<file path="src/rtl/nd_2to1_pkg.sv">
// nd_2to1 shared definitions: global size macros, output FSM states.
// Feature macro NS_ND_2TO1_FAIR_RR_EN selects round-robin arbitration.
`ifndef NS_2to1_FSZ
`define NS_2to1_FSZ 4
`endif
`ifndef NS_ADDRESS_SIZE
`define NS_ADDRESS_SIZE 6
`endif
`ifndef NS_DATA_SIZE
`define NS_DATA_SIZE 8
`endif
`ifndef NS_REDUN_SIZE
`define NS_REDUN_SIZE 4
`endif
`ifndef NS_ON
`define NS_ON 1'b1
`endif
`ifndef NS_OFF
`define NS_OFF 1'b0
`endif

package nd_2to1_pkg;

    typedef enum logic [1:0] {
        ST_IDLE     = 2'd0,
        ST_SEND     = 2'd1,
        ST_WAIT_LOW = 2'd2
    } snd_state_t;

    function automatic int msg_width(input int asz, input int dsz, input int rsz);
        return 2 * asz + dsz + rsz;
    endfunction

endpackage

</file>
<file path="src/rtl/nd_msg_fifo.sv">
// Per-input message FIFO, power-of-two depth, pointers wrap naturally.
// Packed message layout is {src, dst, dat, red}.
`ifndef NS_2to1_FSZ
`define NS_2to1_FSZ 4
`endif
`ifndef NS_ADDRESS_SIZE
`define NS_ADDRESS_SIZE 6
`endif
`ifndef NS_DATA_SIZE
`define NS_DATA_SIZE 8
`endif
`ifndef NS_REDUN_SIZE
`define NS_REDUN_SIZE 4
`endif

module nd_msg_fifo
    import nd_2to1_pkg::*;
#(
    parameter int FSZ = `NS_2to1_FSZ,
    parameter int ASZ = `NS_ADDRESS_SIZE,
    parameter int DSZ = `NS_DATA_SIZE,
    parameter int RSZ = `NS_REDUN_SIZE,
    localparam int MW = msg_width(ASZ, DSZ, RSZ)
) (
    input  logic          i_clk,
    input  logic          reset,
    input  logic          push,
    input  logic          pop,
    input  logic [MW-1:0] din,
    output logic [MW-1:0] dout,
    output logic          full,
    output logic          empty
);

    localparam int PW = $clog2(FSZ);
    localparam logic [PW:0] FULL_CNT = FSZ[PW:0];

    logic [MW-1:0] mem [FSZ];
    logic [PW-1:0] head;
    logic [PW-1:0] tail;
    logic [PW:0]   count;
    logic          wr;
    logic          rd;

    assign full  = (count == FULL_CNT);
    assign empty = (count == '0);
    assign wr    = push && !full;
    assign rd    = pop && !empty;
    assign dout  = mem[head];

    always_ff @(posedge i_clk) begin
        if (wr) mem[tail] <= din;
    end

    always_ff @(posedge i_clk or negedge reset) begin
        if (!reset) begin
            head  <= '0;
            tail  <= '0;
            count <= '0;
        end else begin
            if (wr) tail <= tail + 1'b1;
            if (rd) head <= head + 1'b1;
            unique case ({wr, rd})
                2'b10:   count <= count + 1'b1;
                2'b01:   count <= count - 1'b1;
                default: count <= count;
            endcase
        end
    end

endmodule

</file>
<file path="src/rtl/nd_2to1.sv">
// Two-input to one-output 4-phase message merger with per-input FIFOs.
// Define NS_ND_2TO1_FAIR_RR_EN for round-robin, otherwise input 0 has priority.
`ifndef NS_2to1_FSZ
`define NS_2to1_FSZ 4
`endif
`ifndef NS_ADDRESS_SIZE
`define NS_ADDRESS_SIZE 6
`endif
`ifndef NS_DATA_SIZE
`define NS_DATA_SIZE 8
`endif
`ifndef NS_REDUN_SIZE
`define NS_REDUN_SIZE 4
`endif
`ifndef NS_ON
`define NS_ON 1'b1
`endif
`ifndef NS_OFF
`define NS_OFF 1'b0
`endif

module nd_2to1
    import nd_2to1_pkg::*;
#(
    parameter int FSZ = `NS_2to1_FSZ,
    parameter int ASZ = `NS_ADDRESS_SIZE,
    parameter int DSZ = `NS_DATA_SIZE,
    parameter int RSZ = `NS_REDUN_SIZE,
    localparam int MW = msg_width(ASZ, DSZ, RSZ)
) (
    input  logic           i_clk,
    input  logic           reset,
    output logic           ready,
    input  logic           rcv0_req,
    output logic           rcv0_ack,
    input  logic [ASZ-1:0] rcv0_src,
    input  logic [ASZ-1:0] rcv0_dst,
    input  logic [DSZ-1:0] rcv0_dat,
    input  logic [RSZ-1:0] rcv0_red,
    input  logic           rcv1_req,
    output logic           rcv1_ack,
    input  logic [ASZ-1:0] rcv1_src,
    input  logic [ASZ-1:0] rcv1_dst,
    input  logic [DSZ-1:0] rcv1_dat,
    input  logic [RSZ-1:0] rcv1_red,
    output logic           snd0_req,
    input  logic           snd0_ack,
    output logic [ASZ-1:0] snd0_src,
    output logic [ASZ-1:0] snd0_dst,
    output logic [DSZ-1:0] snd0_dat,
    output logic [RSZ-1:0] snd0_red
);

    logic [MW-1:0] din0;
    logic [MW-1:0] din1;
    logic [MW-1:0] dout0;
    logic [MW-1:0] dout1;
    logic [MW-1:0] out_q;
    logic          full0;
    logic          full1;
    logic          empty0;
    logic          empty1;
    logic          push0;
    logic          push1;
    logic          pop0;
    logic          pop1;
    logic          pop_any;
    logic          grant1;
    snd_state_t    state;
    snd_state_t    state_nx;

    // First edge after reset release is the init cycle.
    always_ff @(posedge i_clk or negedge reset) begin
        if (!reset) ready <= `NS_OFF;
        else        ready <= `NS_ON;
    end

    assign din0  = {rcv0_src, rcv0_dst, rcv0_dat, rcv0_red};
    assign din1  = {rcv1_src, rcv1_dst, rcv1_dat, rcv1_red};
    assign push0 = ready && rcv0_req && !rcv0_ack && !full0;
    assign push1 = ready && rcv1_req && !rcv1_ack && !full1;

    always_ff @(posedge i_clk or negedge reset) begin
        if (!reset) begin
            rcv0_ack <= `NS_OFF;
            rcv1_ack <= `NS_OFF;
        end else begin
            if (push0)                      rcv0_ack <= `NS_ON;
            else if (rcv0_ack && !rcv0_req) rcv0_ack <= `NS_OFF;
            if (push1)                      rcv1_ack <= `NS_ON;
            else if (rcv1_ack && !rcv1_req) rcv1_ack <= `NS_OFF;
        end
    end

    nd_msg_fifo #(.FSZ(FSZ), .ASZ(ASZ), .DSZ(DSZ), .RSZ(RSZ)) u_fifo0 (
        .i_clk (i_clk),
        .reset (reset),
        .push  (push0),
        .pop   (pop0),
        .din   (din0),
        .dout  (dout0),
        .full  (full0),
        .empty (empty0)
    );

    nd_msg_fifo #(.FSZ(FSZ), .ASZ(ASZ), .DSZ(DSZ), .RSZ(RSZ)) u_fifo1 (
        .i_clk (i_clk),
        .reset (reset),
        .push  (push1),
        .pop   (pop1),
        .din   (din1),
        .dout  (dout1),
        .full  (full1),
        .empty (empty1)
    );

`ifdef NS_ND_2TO1_FAIR_RR_EN
    logic rr_fav1;

    // Favour the input that lost (or was absent from) the last grant.
    always_ff @(posedge i_clk or negedge reset) begin
        if (!reset)       rr_fav1 <= `NS_OFF;
        else if (pop_any) rr_fav1 <= !grant1;
    end

    assign grant1 = !empty1 && (empty0 || rr_fav1);
`else
    assign grant1 = empty0 && !empty1;
`endif

    assign pop0 = pop_any && !grant1;
    assign pop1 = pop_any && grant1;

    always_ff @(posedge i_clk or negedge reset) begin
        if (!reset) state <= ST_IDLE;
        else        state <= state_nx;
    end

    always_comb begin
        state_nx = state;
        unique case (state)
            ST_IDLE:     if (ready && (!empty0 || !empty1)) state_nx = ST_SEND;
            ST_SEND:     if (snd0_ack) state_nx = ST_WAIT_LOW;
            ST_WAIT_LOW: if (!snd0_ack) state_nx = ST_IDLE;
            default:     state_nx = ST_IDLE;
        endcase
    end

    always_comb begin
        snd0_req = `NS_OFF;
        pop_any  = `NS_OFF;
        unique case (state)
            ST_IDLE: pop_any  = ready && (!empty0 || !empty1);
            ST_SEND: snd0_req = `NS_ON;
            default: ;
        endcase
    end

    // Output fields only load in IDLE, so they hold through the handshake.
    always_ff @(posedge i_clk or negedge reset) begin
        if (!reset)       out_q <= '0;
        else if (pop_any) out_q <= grant1 ? dout1 : dout0;
    end

    assign {snd0_src, snd0_dst, snd0_dat, snd0_red} = out_q;

endmodule
</file>
<file path="config.mk">
export PLATFORM = sky130hd
export DESIGN_NAME = nd_2to1
export DESIGN_NICKNAME = d
export VERILOG_FILES = /design/src/rtl/nd_2to1_pkg.sv /design/src/rtl/nd_msg_fifo.sv /design/src/rtl/nd_2to1.sv
export SDC_FILE = /design/constraint.sdc
export NUM_CORES = 1
export LEC_CHECK = 0
export CAP_MARGIN = 25
export CORE_MARGIN = 2
export CORE_UTILIZATION = 30
export CTS_CLUSTER_DIAMETER = 150
export DETAILED_ROUTE_END_ITERATION = 8
export GPL_TIMING_DRIVEN = 0
export SLEW_MARGIN = 20
export SYNTH_ARGS = -nofsm -noshare
export SYNTH_HDL_FRONTEND = slang
export SYNTH_HIERARCHICAL = 1
export SYNTH_SLANG_ARGS = --single-unit
</file>
<file path="constraint.sdc">
create_clock -name i_clk -period 2.8 [get_ports i_clk]
set_input_delay 0.7 -clock i_clk [delete_from_list [all_inputs] [get_ports i_clk]]
set_output_delay 0.7 -clock i_clk [all_outputs]
set_load 0.01 [all_outputs]
</file>
Word level (Yosys, flattened, before mapping):

Memory sizes are Yosys's and may differ from the RTL's.
Index checks and enable logic that the tools add are counted.
W data, S select, Z words.

* register bits after elaboration: 43
* bits in latches: 0
* memory bits (writable): 192
* bits in read-only memories: 0
* bits of input ports: 53
* output and inout bits: 28
* logic and storage cells: 83
* memories: 2

* add/subtract/negate cells: 8
* multipliers: 0
* divide/modulo/power cells: 0
* $lt $le $gt $ge: 0
* eq/ne operators: 11
* shift-type cells: 0
* mux-type cells: 17
* bitwise gates (word level): 0
* reductions and logical operators: 34

Memory list
* u_fifo0.mem: words 4, width 24, read ports 1, clocked after Yosys merged registers in 0, write ports 1, RTL line nd_msg_fifo.sv:38 `logic [MW-1:0] mem [FSZ];`
* u_fifo1.mem: words 4, width 24, read ports 1, clocked after Yosys merged registers in 0, write ports 1, RTL line nd_msg_fifo.sv:38

Operator list (number)
* $mux W24: 1
* $logic_and A1 B1 Y1: 16
* $pmux W3 S2: 2
* $mux W1: 10
* $logic_not A1 Y1: 9
* $add A2 B1 Y2 const B: 4
* $reduce_bool A2 Y1: 4
* $add A3 B1 Y3 const B: 2
* $eq A2 B1 Y1 const B: 3
* $eq A2 B2 Y1 const B: 3
* $eq A3 B3 Y1 const B: 2
* $logic_not A3 Y1: 2
* $mux W2: 3
* $ne A2 B2 Y1 const B: 3
* $pmux W2 S3: 1
* $sub A3 B1 Y3 const B: 2
* $reduce_and A3 Y1: 1
* $logic_not A2 Y1: 1
* $logic_or A1 B1 Y1: 1

Depth between registers and ports, before layout:

Gate-level depths: netlist of the first run.

* word-level depth: 9
* gate-level depth with buffers: 12
* depth with buffers taken out: 12

Hierarchy:

The synthesis of the first run kept the hierarchy.

Modules (own cells, without submodules)
* nd_msg_fifo at u_fifo0: times used 1, cells an instance 163, area each 3933.8 sq um, sequential area each 3057.9 sq um
* nd_msg_fifo at u_fifo1: times used 1, cells an instance 164, area each 3891.2 sq um, sequential area each 3057.9 sq um
* nd_2to1: times used 1, cells an instance 129, area each 1503.9 sq um, sequential area each 725.7 sq um

Worst setup path before layout of the first run:

OpenSTA, ideal clock, no wires.

* kind: register to register
* from: register u_fifo1.count[0]
* to: register u_fifo1.count[2]
* arrival: 2351 ps
* data required time: 2721 ps
* slack: 370 ps
* stages on the path, launching flop included: 12
* path buffers: 1
* path through: dfrtp_1 -> nor3_1 -> inv_1 -> buf_1 -> and3_1 -> o31a_2 -> ha_1 -> inv_1 -> fa_1 -> xor2_1 -> nor2_1 -> xor2_1

* cells in the longest elaborated chain, start to end: 9
* elaborated cells between the ends (all ways): 18
* classes of those cells: add/sub (2); eq/ne (3); mux (2); reduce/logical (11)

Ends and longest elaborated chain
* start: declaration: RTL line nd_msg_fifo.sv:41 `logic [PW:0] count;`
* start signal: assignment: RTL line nd_msg_fifo.sv:64 `2'b10: count <= count + 1'b1;`
* start signal: assignment: RTL line nd_msg_fifo.sv:65 `2'b01: count <= count - 1'b1;`
* start signal: assignment: RTL line nd_msg_fifo.sv:66 `default: count <= count;`
* $logic_not A3 Y1 *: RTL line nd_msg_fifo.sv:46 `assign empty = (count == '0);`
* via empty1: RTL line nd_2to1.sv:62 `logic empty1;`
* $logic_not A1 Y1 *: RTL line nd_2to1.sv:128, nd_2to1.sv:153
* $logic_or A1 B1 Y1: RTL line nd_2to1.sv:153 `ST_IDLE: pop_any = ready && (!empty0 || !empty1);`
* $logic_and A1 B1 Y1: RTL line nd_2to1.sv:153
* $mux W1: RTL line nd_2to1.sv:152 `unique case (state)`
* $logic_and A1 B1 Y1 *: RTL line nd_2to1.sv:132 `assign pop1 = pop_any && grant1;`
* via pop1: RTL line nd_2to1.sv:66 `logic pop1;`
* $logic_and A1 B1 Y1 *: RTL line nd_msg_fifo.sv:48 `assign rd = pop && !empty;`
* via u_fifo1.rd: RTL line nd_msg_fifo.sv:43 `logic rd;`
* $eq A2 B1 Y1 or $eq A2 B2 Y1 (tied branches): RTL line nd_msg_fifo.sv:63 `unique case ({wr, rd})`
* $pmux W3 S2 or $reduce_bool A2 Y1 (tied branches)

Mark *: on every way through the listed nets, which the timed path passes. The rest lies on a longest branch.
A chain may end at the register's enable or synchronous reset.

Final worst setup path of the first run:

* from: register state[1]
* to: register u_fifo1.count[2]

* cells in the longest elaborated chain, start to end: 6
* elaborated cells between the ends (all ways): 8
* classes of those cells: eq/ne (2); mux (2); reduce/logical (4)

Ends and longest elaborated chain
* start: declaration: RTL line nd_2to1.sv:69 `snd_state_t state;`
* start signal: assignment: RTL line nd_2to1.sv:136 `else state <= state_nx;`
* $logic_not A2 Y1 *: RTL line nd_2to1.sv:152
* $mux W1 *: RTL line nd_2to1.sv:152
* $logic_and A1 B1 Y1 *: RTL line nd_2to1.sv:132
* via pop1: RTL line nd_2to1.sv:66
* $logic_and A1 B1 Y1 *: RTL line nd_msg_fifo.sv:48
* via u_fifo1.rd: RTL line nd_msg_fifo.sv:43
* $eq A2 B1 Y1 or $eq A2 B2 Y1 (tied branches): RTL line nd_msg_fifo.sv:63
* $pmux W3 S2 or $reduce_bool A2 Y1 (tied branches)

Marks and branches as above.

==> results.md, run 1 <==
- CTS Hold Bufs: 0
- P_leak: 3.82 nW
- Fmax: 0.374 GHz
- Slowest stage delay, CP: 0.46 ns
- PortBufs: 80
- PD cells: 973 mW/mm^2
- Critical Setup Path Class: reg -> reg
- Syn Area/Cell: 20.5 sq um
- CP Capture Type: register
- Path category of the worst min-delay check: in -> async
- Synth area leader: edfxtp_1
- Total power: 11.1 mW
- Syn. warnings: 6
- Final Core Density: 37.2%
- H-Tree Depth: 1
- Clock skew: 0.00583 ns
- Post-synth top area share: 61.8%
- Layout area overhead: 22.0%
- Die width: 180 um
- Max-cap violations: 0
- CP Launch Type: register
- Routed Antenna Nets: 0
- Vias in the first global route: 4,875
- Delay-heaviest family, CP: simple AND/OR/NAND/NOR gates
- Via-to-Cell Ratio: 4.73
- Sequential-to-total area share from yosys stat: 73.3%
- WP buf/inv: 2
- CP max FO: 10
- Initial Utilization: 30.5%
- Maximum root-to-sink buffer count: 3
- Flops & latches, synth: 235
- Syn Inst Count: 456
- Worst reg2reg startpoint: state[1]
- Vias: 4,603
- Reg-to-reg endpoint: u_fifo1/count[2]
- Status: finished, final reports clean
- Unrepaired setup endpoints after global routing: no
- GRT Total Usage: 11.7%
- Worst rel slew slack: 50.9%
- Leading post-synthesis cells by cell area: edfxtp_1, dfrtp_1, mux4_2, o22ai_2, mux4_1
- 1st-iter DRT viols: 267
- Post-Syn Nets: 521
- Worst-path clk slew: 0.06 ns
- Clk sinks: 235
- Measured slew at the worst slew-check pin: 0.736 ns
- Antenna Cells: 0
- Reg area: 0.00684 sq mm
- IO Count: 81
- DR pass1 iterations: 4
- Final hold vios: 0
- Worst-Skew Late Latency: 0.50 ns
- Number of remaining DRC errors: 0
- Reg2Reg Setup Slack: 0.13 ns
- Wirelength per Cell: 19.8 um
- Final hold slack: 0.132 ns
- Final setup margin: 0.126 ns
- First-pass GRT wire length: 29,300 um
- Final instance area: 0.0114 sq mm
- Max-slew violations: 0
- Part of the cycle the worst path needs: 95.5%
- Die footprint: 0.0325 sq mm
- Final GP Congestion: 0.847
- Initial antenna violation count: 2
- HPWL Detailed: 13,600 um
- DRT Wirelength: 19,200 um
- Share of layout cells above drive strength 1: 24.2%
- Dpl cell area: 0.0106 sq mm
- TritonCTS Buffers: 22
- Row cnt: 64
- Clock root buffer: clkbuf_16
- Layout fillers: 2,807
- CTS tree: done
- Mapped Area: 0.00933 sq mm
- Most frequent CP cell: xor2_1
- Core area: 0.0306 sq mm
- Final net count: 627
- Chip height: 180 um
- Multi-input logic area: 0.00228 sq mm
- CP Cell Sequence: nor3b_4, buf_6, and3_1, o31a_2, ha_1, inv_1, fa_1, xor2_1, nor2_1, xor2_1
- Synth unique cells: 42
- Final setup fails: 0
- Slowest cell on crit path: dfrtp_1
- VDD IR-drop max: 0.000431 V
- Total gr overflow: 0
- WP data required: 3.22 ns
- Dpl ws: -0.139 ns
- Largest net degree at the start of global routing: 29
- Reg2Reg Depth: 10
- Minimum clock period: 2.67 ns
- Worst path arrival time: 3.09 ns
how the worst max path moves through the flow:
stage	start	end	slack, ns	cells after the start
after floorplan	u_fifo1/count[0]	u_fifo1/count[2]	0.37	11
after global placement	rcv0_req	u_fifo0/mem[3][6]	-0.26	4
after detailed placement	u_fifo1/count[0]	u_fifo1/count[2]	-0.14	11
after CTS	ready	u_fifo1/count[2]	0.002	10
after global routing	state[1]	u_fifo1/count[2]	0.001	10
final	state[1]	u_fifo1/count[2]	0.13	10
cells by family after synthesis:
| family | after synthesis | synth area share [%] |
|---|---|---|
| and+or+nand+nor | 31 | 2.45 |
| muxes | 52 | 12.3 |
| xor gates and xnor gates | 13 | 1.22 |
| buffers and inverters | 38 | 2.47 |
| other | 1 | 0.0402 |
| adders and majority gates | 12 | 1.77 |
| AOI/OAI and AO/OA | 74 | 6.38 |
| DFF | 235 | 73.3 |
placed cells by master, fill, tap and decap left out, types with 3 or more instances in the layout:
cell | netlist | final
edfxtp_1 | 192 | 192
clkdlybuf4s50_1 | 0 | 79
mux4_2 | 42 | 42
dfrtp_1 | 43 | 41
clkbuf_16 | 0 | 23
o22ai_1 | 22 | 22
a21oi_1 | 21 | 21
o22ai_2 | 20 | 20
inv_1 | 16 | 15
ha_1 | 10 | 10
buf_2 | 8 | 8
xnor2_1 | 7 | 7
buf_6 | 5 | 6
clkinv_2 | 0 | 6
mux4_1 | 6 | 6
xor2_1 | 6 | 6
clkbuf_1 | 2 | 5
nor2b_1 | 4 | 4
clkinv_1 | 0 | 4
buf_4 | 2 | 4
and2_2 | 0 | 4
and3_2 | 4 | 4
nor2_1 | 3 | 3
a32o_1 | 3 | 3
a221o_1 | 3 | 3
buf_12 | 2 | 3
per-stage QoR:
| stage | TNS [ns] | std cells |
|---|---|---|
| 2_1_floorplan | 0 | 456 |
| 3_3_place_gp | -30.21 | 932 |
| 3_5_place_dp | -0.215 | 933 |
| 4_1_cts | 0 | 972 |
| 5_1_grt | 0 | 974 |
| 6_report | 0 | 974 |
worst register-to-register path: cells and delay by family (launching register included):
kind	cells	cell delay (ns)
xor+xnor	2	0.32
simple gates	3	0.78
buf+inv	2	0.28
flops	1	0.46
fa+ha+maj	2	0.57
compound gates	1	0.20
registers in the layout, indices dropped and copies added, names as in the netlist:
name,flops
u_fifo1/mem,96
u_fifo1/tail,2
u_fifo0/mem,96
u_fifo0/count,3
ready,1
rcv0_ack,1
state,2
u_fifo0/head,2
u_fifo0/tail,2
rcv1_ack,1
u_fifo1/count,3
u_fifo1/head,2
out_q,24
synth_stat cells, drive strengths merged:
master	instances
mux4	48
a221o	3
inv	16
clkbuf	2
o2bb2ai	1
a32o	3
and2	6
and3	5
and3b	2
xor2	6
o21a	2
o22ai	42
mux2	2
dfrtp	43
nor3b	2
nor2b	5
xnor2	7
a21oi	21
or4b	2
nor3	2
or3b	2
nor2	3
ha	10
conb	1
fa	2
mux2i	2
buf	20
edfxtp	192
nand2	2
o31a	2
report_power, final:
part | total (mW) | switching (mW) | internal, mW
Clock | 2.84 | 1.20 | 1.64
Combinational | 3.48 | 1.70 | 1.78
Sequential | 4.76 | 0.427 | 4.33
cell type report:
| cell class | count | area share (%) |
|---|---|---|
| flip-flops and latches | 235 | 60.1 |
| multi-input cells | 183 | 20.1 |
| repair buffers | 83 | 7.30 |
| clock buffers | 28 | 5.40 |
| well taps | 396 | 4.35 |
| plain buffers | 21 | 1.52 |
| clock inverters | 12 | 0.725 |
| inverters | 16 | 0.528 |
routing by layer:
layer | part of all wire, % | vias to the layer above | routed length [um] | track usage [%]
met5 | 0.068 | - | 13 | 0
li1 | - | 2068 | - | -
met2 | 51 | 114 | 9800 | 20.3
met1 | 41 | 2373 | 7950 | 14.3
met3 | 4.8 | 46 | 915 | 2.59
met4 | 2.9 | 2 | 560 | 4.48
repair_timing:
action | CTS | global route
setup endpoints to repair | 3 | 3
pin swaps | 0 | 1
buffers inserted | 0 | 2
resized for setup | 2 | 8
Note: power is estimated with default switching activity, not from simulation.
==> inputs of run 2 (changes only) <==
Clock period 2.8 ns to 2.2 ns, I/O delays scaled along.
==> run 2 against run 1 <==
Against the previous run:
- the run now ends with setup timing left
- power increased by 37%
- clock power increased by 47%
- sequential share of layout area decreased by 2.4 points
- design area increased by 4.2%
- cell count increased by 4.2%
- flip-flop and latch count unchanged
- clock skew increased by 0.0058 ns
- critical endpoint unchanged
==> results.md, run 2 (synthesized netlist as in run 1, its figures left out) <==
- Status: finished, violations left
- Failing checks: setup timing
- TritonCTS Buffers: 24 (+9.1%)
- Final setup margin: -0.220 ns (-0.346 ns)
- PortBufs: 80 (unchanged)
- Dpl ws: -0.693 ns (-0.554 ns)
- Row cnt: 64 (unchanged)
- Max-cap violations: 0 (unchanged)
- Fmax: 0.413 GHz (+10%)
- Power Internal: 10.7 mW (+38%)
- GRT Total Usage: 12.1% (+0.35 points)
- 1st-iter DRT viols: 243 (-9.0%)
- Worst rel slew slack: 51.5% (+0.57 points)
- Initial Utilization: 30.5% (unchanged)
- Die footprint: 0.0325 sq mm (unchanged)
- Final setup fails: 3 (+3)
- Flop pwr share: 39.5% (-3.5 points)
- Minimum clock period: 2.42 ns (-0.254 ns)
- WP data required: 2.62 ns (-0.60 ns)
- Worst-Skew Late Latency: 0.51 ns (about the same)
- Layout area overhead: 27.2%
- DR pass1 iterations: 5 (+1)
- Final hold vios: 0 (unchanged)
- CTS tree: done
- First-pass GRT wire length: 30,300 um (+3.5%)
- CP Launch Type: register
- Dpl cell area: 0.0107 sq mm (+0.18%)
- Number of remaining DRC errors: 0 (unchanged)
- Max-slew violations: 0 (unchanged)
- Unrepaired setup endpoints after global routing: yes
- Core area: 0.0306 sq mm (unchanged)
- Commonest non-fill, non-tap cells in the layout: edfxtp_1, clkdlybuf4s50_1, mux4_2, buf_4, dfrtp_1
- Critical Setup Path Class: reg -> reg
- Final GP Congestion: 0.836 (-1.4%)
- Via-to-Cell Ratio: 4.68 (-0.89%)
- Combinational Power Share: 33.0% (+1.6 points)
- Switching power: 4.49 mW (+35%)
- Maximum root-to-sink buffer count: 3 (unchanged)
- Vias in the first global route: 5,167 (+6.0%)
- P_leak: 4.05 nW (+6.0%)
- Regs by FF count: u_fifo0/mem x96, u_fifo1/mem x96, out_q x24
- Worst path arrival time: 2.84 ns (-0.25 ns)
- Final net count: 665 (+6.1%)
- Clk sinks: 235 (unchanged)
- Clock skew: 0.0116 ns (+0.00581 ns)
- CP max FO: 3 (-7)
- IO Count: 81 (unchanged)
- Most common cell after layout, fill and taps aside: edfxtp_1
- Path category of the worst min-delay check: reg -> reg
- Chip height: 180 um (unchanged)
- Sw frac: 29.6% (-0.44 points)
- Die width: 180 um (unchanged)
- H-Tree Depth: 1 (unchanged)
- DRT Wirelength: 19,900 um (+3.3%)
- Vias: 4,754 (+3.3%)
- VDD IR-drop max: 0.000570 V (+32%)
- Measured slew at the worst slew-check pin: 0.728 ns (-0.00849 ns)
- HPWL Detailed: 13,700 um (+0.65%)
- Clock network power share: 27.5% (+1.9 points)
- CP Capture Type: register
- Part of the cycle the worst path needs: 110% (+15 points)
- PD cells: 1280 mW/mm^2 (+32%)
- Final instance area: 0.0119 sq mm (+4.2%)
- Largest net degree at the start of global routing: 29 (unchanged)
- Clock root buffer: clkbuf_16
- Wirelength per Cell: 19.6 um (-0.91%)
- Reg2Reg Setup Slack: -0.22 ns (-0.35 ns)
- Total gr overflow: 0 (unchanged)
- Worst-path clk slew: 0.06 ns (about the same)
- Routed Antenna Nets: 0 (unchanged)
- Share of layout cells above drive strength 1: 31.4% (+7.2 points)
- Initial antenna violation count: 2 (unchanged)
-- run 2: changes by cell type in the layout (fill, tap and decap cells not counted), sizes merged --
cell	change
clkdlybuf4s50	-1
clkinv	-1
clkinvlp	+1
buf	+35
clkbuf	+2
dlygate4sd3	+1
bufinv	+3
diode	+1
-- run 2: cell type report --
type	instances	area (sq um)
clock inverters	15	185
clock buffers	29	641
repair buffers	118	1090
inverters	16	65.1
multi-input cells	183	2350
flip-flops and latches	235	6850
well taps	396	495
diodes	1	2.50
plain buffers	22	180
fillers	2735	18700
-- run 2: worst paths after layout --
path,start,endpoint,depth (start not counted)
hold reg to reg,rcv1_ack,rcv1_ack,1
setup / recovery,u_fifo1/count[0],u_fifo1/count[2],12
hold / removal,rcv1_ack,rcv1_ack,1
max in group asynchronous,reset,u_fifo1/count[0],3
setup reg to reg,u_fifo1/count[0],u_fifo1/count[2],12
min in group asynchronous,reset,u_fifo1/tail[0],2
-- run 2: per-layer routing --
metal | routed length (um) | share of wire, % | GRT usage (%) | vias up
li1 | - | - | - | 2155
met1 | 8110 | 41 | 14.7 | 2426
met2 | 9960 | 50 | 20.8 | 121
met3 | 941 | 4.7 | 2.43 | 50
met4 | 842 | 4.2 | 5.16 | 2
met5 | 11 | 0.055 | 0 | -
-- run 2: power groups by stage --
stage / clock, mW / combinational (mW) / sequential [mW]
global route: 4.46 / 5.40 / 6.06
CTS: 4.27 / 4.93 / 6.02
detailed placement: 0 / 4.49 / 6.13
finish: 4.18 / 5.02 / 6.01
floorplan: 0 / 2.92 / 6.05
global placement: 0 / 4.35 / 6.08
-- run 2: critical path, cell delays in order (launching register included) --
cell and delay (ns):
dfrtp_2 0.40, or3b_4 0.42, inv_2 0.07, nor2b_2 0.04
and3b_2 0.22, and2_4 0.17, inv_4 0.06, ha_4 0.14
inv_2 0.04, fa_2 0.33, xor2_1 0.16, nor2_1 0.12
xor2_1 0.18
-- run 2: repair_timing --
| item | 4_1_cts | 5_1_grt |
|---|---|---|
| endpoints found under the hold margin | 15 | 0 |
| hold buffers | 1 | 0 |
| setup endpoints to repair | 149 | 18 |
| pin swaps | 12 | 7 |
| setup buffers | 27 | 9 |
| resized for setup | 29 | 7 |
-- run 2: stage by stage --
step	instances	power, mW	hold slack (ns)	utilization, %	setup TNS [ns]
3_3_place_gp	932	10.4	0.494	34.8	-111.38
6_report	1015	15.2	0.510	38.8	-0.380
2_1_floorplan	456	8.97	0.254	-	-0.214
3_5_place_dp	933	10.6	0.504	34.9	-49.78
4_1_cts	1005	15.2	0.517	38.5	-0.415
5_1_grt	1014	15.9	0.548	38.8	-0.685
==> inputs of run 3 (changes only) <==
Settings changed: CAP_MARGIN 25 to 20, SYNTH_HIERARCHICAL 1 to default.
==> run 3 against run 2 <==
Against the previous run:
- the flow still finishes with violations (setup timing)
- clock skew rose by 0.0022 ns
- cell count fell by 0.49%
- sequential power fell by 1%
- flip-flop and latch count did not move
- global-route usage rose by 0.22 points
- register-to-register slack improved by 0.17 ns
- die area fell by 1.2%
- utilization fell by 1.0 points
- power fell by 7.1%
- worst hold slack got worse by 0.044 ns
- maximum frequency rose by 7.5%
==> results.md, run 3 <==
- Status: finished, violations left
- Failing checks: setup timing
- Max-cap violations: 0 (unchanged)
- Chip height: 179 um (-0.60%)
- H-Tree Depth: 1 (unchanged)
- Most common cell after layout, fill and taps aside: edfxtp_1
- HPWL Detailed: 13,100 um (-4.2%)
- P_leak: 3.94 nW (-2.7%)
- Ys flop type: edfxtp_1
- Core area: 0.0304 sq mm (-0.52%)
- Fmax: 0.444 GHz (+7.5%)
- Count leader, synth: edfxtp_1
- Routing usage on met1: 16.6% (+1.8 points)
- Async set-reset flop share out of synthesis: 18.3% (unchanged)
- First-pass GRT wire length: 29,800 um (-1.7%)
- Syn. warnings: 0 (-6)
- GR peak layer: met2
- Initial Utilization: 30.3% (-0.22 points)
- GRT Total Usage: 12.3% (+0.22 points)
- Regs by FF count: u_fifo0.mem x96, u_fifo1.mem x96, out_q x24
- Max-slew violations: 0 (unchanged)
- Syn Inst Count: 478 (+4.8%)
- Path category of the worst min-delay check: in -> async
- Clock network power share: 27.4% (about the same)
- Maximum root-to-sink buffer count: 3 (unchanged)
- Dpl ws: -0.609 ns (+0.0846 ns)
- CP Launch Type: register
- Final hold slack: 0.466 ns (-0.0439 ns)
- EDFF count, synth: 192 (unchanged)
- Final Core Density: 37.8% (-1.0 points)
- Dpl cell area: 0.0106 sq mm (-0.97%)
- Clk sinks: 235 (unchanged)
- Initial antenna violation count: 0 (-2)
- Routed Antenna Nets: 0 (unchanged)
- Die width: 179 um (-0.60%)
- Final GP Congestion: 0.794 (-5.0%)
- Share of layout cells above drive strength 1: 23.5% (-7.9 points)
- Final net count: 662 (-0.45%)
- DR pass1 iterations: 5 (unchanged)
- CP Cell Sequence: or3_4, buf_8, nor3_4, ha_2, inv_2, fa_2, xor2_1, nor2_1, xor2_1
- Vias: 4,698 (-1.2%)
- Number of remaining DRC errors: 0 (unchanged)
- Post-synth top area share: 62.6% (+0.77 points)
- Unrepaired setup endpoints after global routing: yes
- Synth area leader: edfxtp_1
- Leading post-synthesis cells by cell area: edfxtp_1, mux4_2, dfrtp_1, a211oi_1, nor4_1
- Worst-Skew Late Latency: 0.51 ns (about the same)
- Measured slew at the worst slew-check pin: 0.669 ns (-0.0586 ns)
- TritonCTS Buffers: 23 (-4.2%)
- Layout area overhead: 24.7%
- Part of the cycle the worst path needs: 102% (-7.6 points)
- Via-to-Cell Ratio: 4.65 (-0.69%)
- Mapped Area: 0.00921 sq mm (-1.2%)
- # placed instances: 955 (+2.4%)
- Largest net degree at the start of global routing: 33 (+14%)
- Flops & latches, synth: 235 (unchanged)
- WP buf/inv: 2 (-1)
- Reg2Reg Depth: 9 (-3)
- Total gr overflow: 0 (unchanged)
- VDD IR-drop max: 0.000620 V (+8.7%)
- Wirelength per Cell: 19.0 um (-2.9%)
- Worst rel slew slack: 55.4% (+3.9 points)
- Reg2Reg Setup Slack: -0.05 ns (+0.17 ns)
- Delay-heaviest family, CP: simple AND/OR/NAND/NOR gates
- Vias in the first global route: 5,110 (-1.1%)
- Final instance area: 0.0115 sq mm (-3.1%)
- Row cnt: 64 (unchanged)
- Clock root buffer: clkbuf_16
- Antenna Cells: 0 (-1)
- DRT Wirelength: 19,200 um (-3.4%)
- Reg-to-reg endpoint: u_fifo1.count[2]
- 1st-iter DRT viols: 259 (+6.6%)
- PortBufs: 80 (unchanged)
- IO Count: 81 (unchanged)
- CTS tree: done
- Final hold vios: 0 (unchanged)
- WP data required: 2.62 ns (about the same)
- Final setup margin: -0.0524 ns (+0.168 ns)
- Post-Syn Nets: 543 (+4.2%)
- Commonest non-fill, non-tap cells in the layout: edfxtp_1, clkdlybuf4s50_1, mux4_2, dfrtp_1, inv_1
- Clock skew: 0.0138 ns (+0.00219 ns)
- CP Capture Type: register
- Sequential-to-total area share from yosys stat: 74.3% (+0.92 points)
- Sw frac: 29.9% (+0.37 points)
- TNS Setup: -0.0524 ns (+0.328 ns)
- Slowest stage delay, CP: 0.40 ns (-0.02 ns)
- Flop pwr share: 41.9% (+2.4 points)
- Die footprint: 0.0321 sq mm (-1.2%)
- Minimum clock period: 2.25 ns (-0.168 ns)
- Final setup fails: 1 (-2)
- Total power: 14.1 mW (-7.1%)
- Critical Setup Path Class: reg -> reg
- PD cells: 1230 mW/mm^2 (-4.1%)
- Switching power: 4.23 mW (-5.9%)
- Synth cell count leaders: edfxtp_1, mux4_2, dfrtp_1
- Non-filler cells, final: 1,010 (-0.49%)
- Synth unique cells: 35 (-17%)
- Met2 Use GR: 20.5% (-0.26 points)
- Slowest cell on crit path: or3_4
- Met3 usage: 2.71% (+0.29 points)
- Worst path arrival time: 2.68 ns (-0.16 ns)
- Combinational Power Share: 30.7% (-2.3 points)
- CP max FO: 2 (-1)
- Worst-path clk slew: 0.06 ns (about the same)
- Power Internal: 9.90 mW (-7.6%)
- Worst reg2reg startpoint: u_fifo0.count[2]
- Most frequent CP cell: xor2_1
- Syn Area/Cell: 19.3 sq um (-5.8%)
## run 3: what timing repair did
| item | in CTS | in global routing |
|---|---|---|
| setup buffers | 6 | 7 |
| gates resized for setup | 12 | 12 |
| setup endpoints to repair | 197 | 172 |
| hold buffers | 1 | 0 |
| cloned | 0 | 0 |
| endpoints found under the hold margin | 11 | 0 |
| pin swaps | 5 | 6 |
## run 3: kinds of logic (layout without fill, tap and decap cells)
| kind of cell | after synthesis | count (layout) | synth area share [%] |
|---|---|---|---|
| adders and majority gates | 12 | 12 | 1.79 |
| DFF | 235 | 235 | 74.3 |
| buffers and inverters | 64 | 200 | 3.11 |
| AOI/OAI and AO/OA | 32 | 32 | 2.85 |
| other | 1 | 1 | 0.0407 |
| and+or+nand+nor | 71 | 71 | 4.73 |
| muxes | 51 | 51 | 12.1 |
| xor gates and xnor gates | 12 | 12 | 1.14 |
## run 3: per-layer routing
layer,wire length [um],up-vias
li1,-,2132
met1,8330,2425
met2,9540,121
met3,1060,20
met4,261,0
met5,0,-
## run 3: power by group through the flow
stage / Sequential [mW] / Clock (mW) / Combinational (mW)
2_1_floorplan: 5.98 / 0 / 2.63
3_3_place_gp: 6.00 / 0 / 4.05
3_5_place_dp: 6.03 / 0 / 4.18
4_1_cts: 5.93 / 3.96 / 4.37
5_1_grt: 5.99 / 4.15 / 4.74
6_report: 5.92 / 3.87 / 4.34
## run 3: worst max path at each step
stage                     start                end  depth (start not counted)
3_5_place_dp           rcv1_req  u_fifo1.mem[3][7]                          4
5_1_grt        u_fifo0.count[2]   u_fifo1.count[2]                          9
2_1_floorplan             ready   u_fifo1.count[2]                          9
3_3_place_gp           rcv0_req  u_fifo0.mem[2][4]                          4
6_report       u_fifo0.count[2]   u_fifo1.count[2]                          9
4_1_cts        u_fifo0.count[1]   u_fifo1.count[2]                          9
## run 3: area by class of cell
type | count | area (sq um)
fillers | 2817 | 18900
flip-flops and latches | 235 | 6840
multi-input cells | 179 | 2180
repair buffers | 95 | 922
clock buffers | 31 | 667
well taps | 396 | 495
plain buffers | 26 | 163
inverters | 37 | 139
clock inverters | 11 | 87.6
## run 3: worst register-to-register path, cell delays in order (launching register included)
cell     delay (ns)
dfrtp_1        0.39
or3_4          0.40
buf_8          0.13
nor3_4         0.22
ha_2           0.24
inv_2          0.04
fa_2           0.33
xor2_1         0.14
nor2_1         0.13
xor2_1         0.15
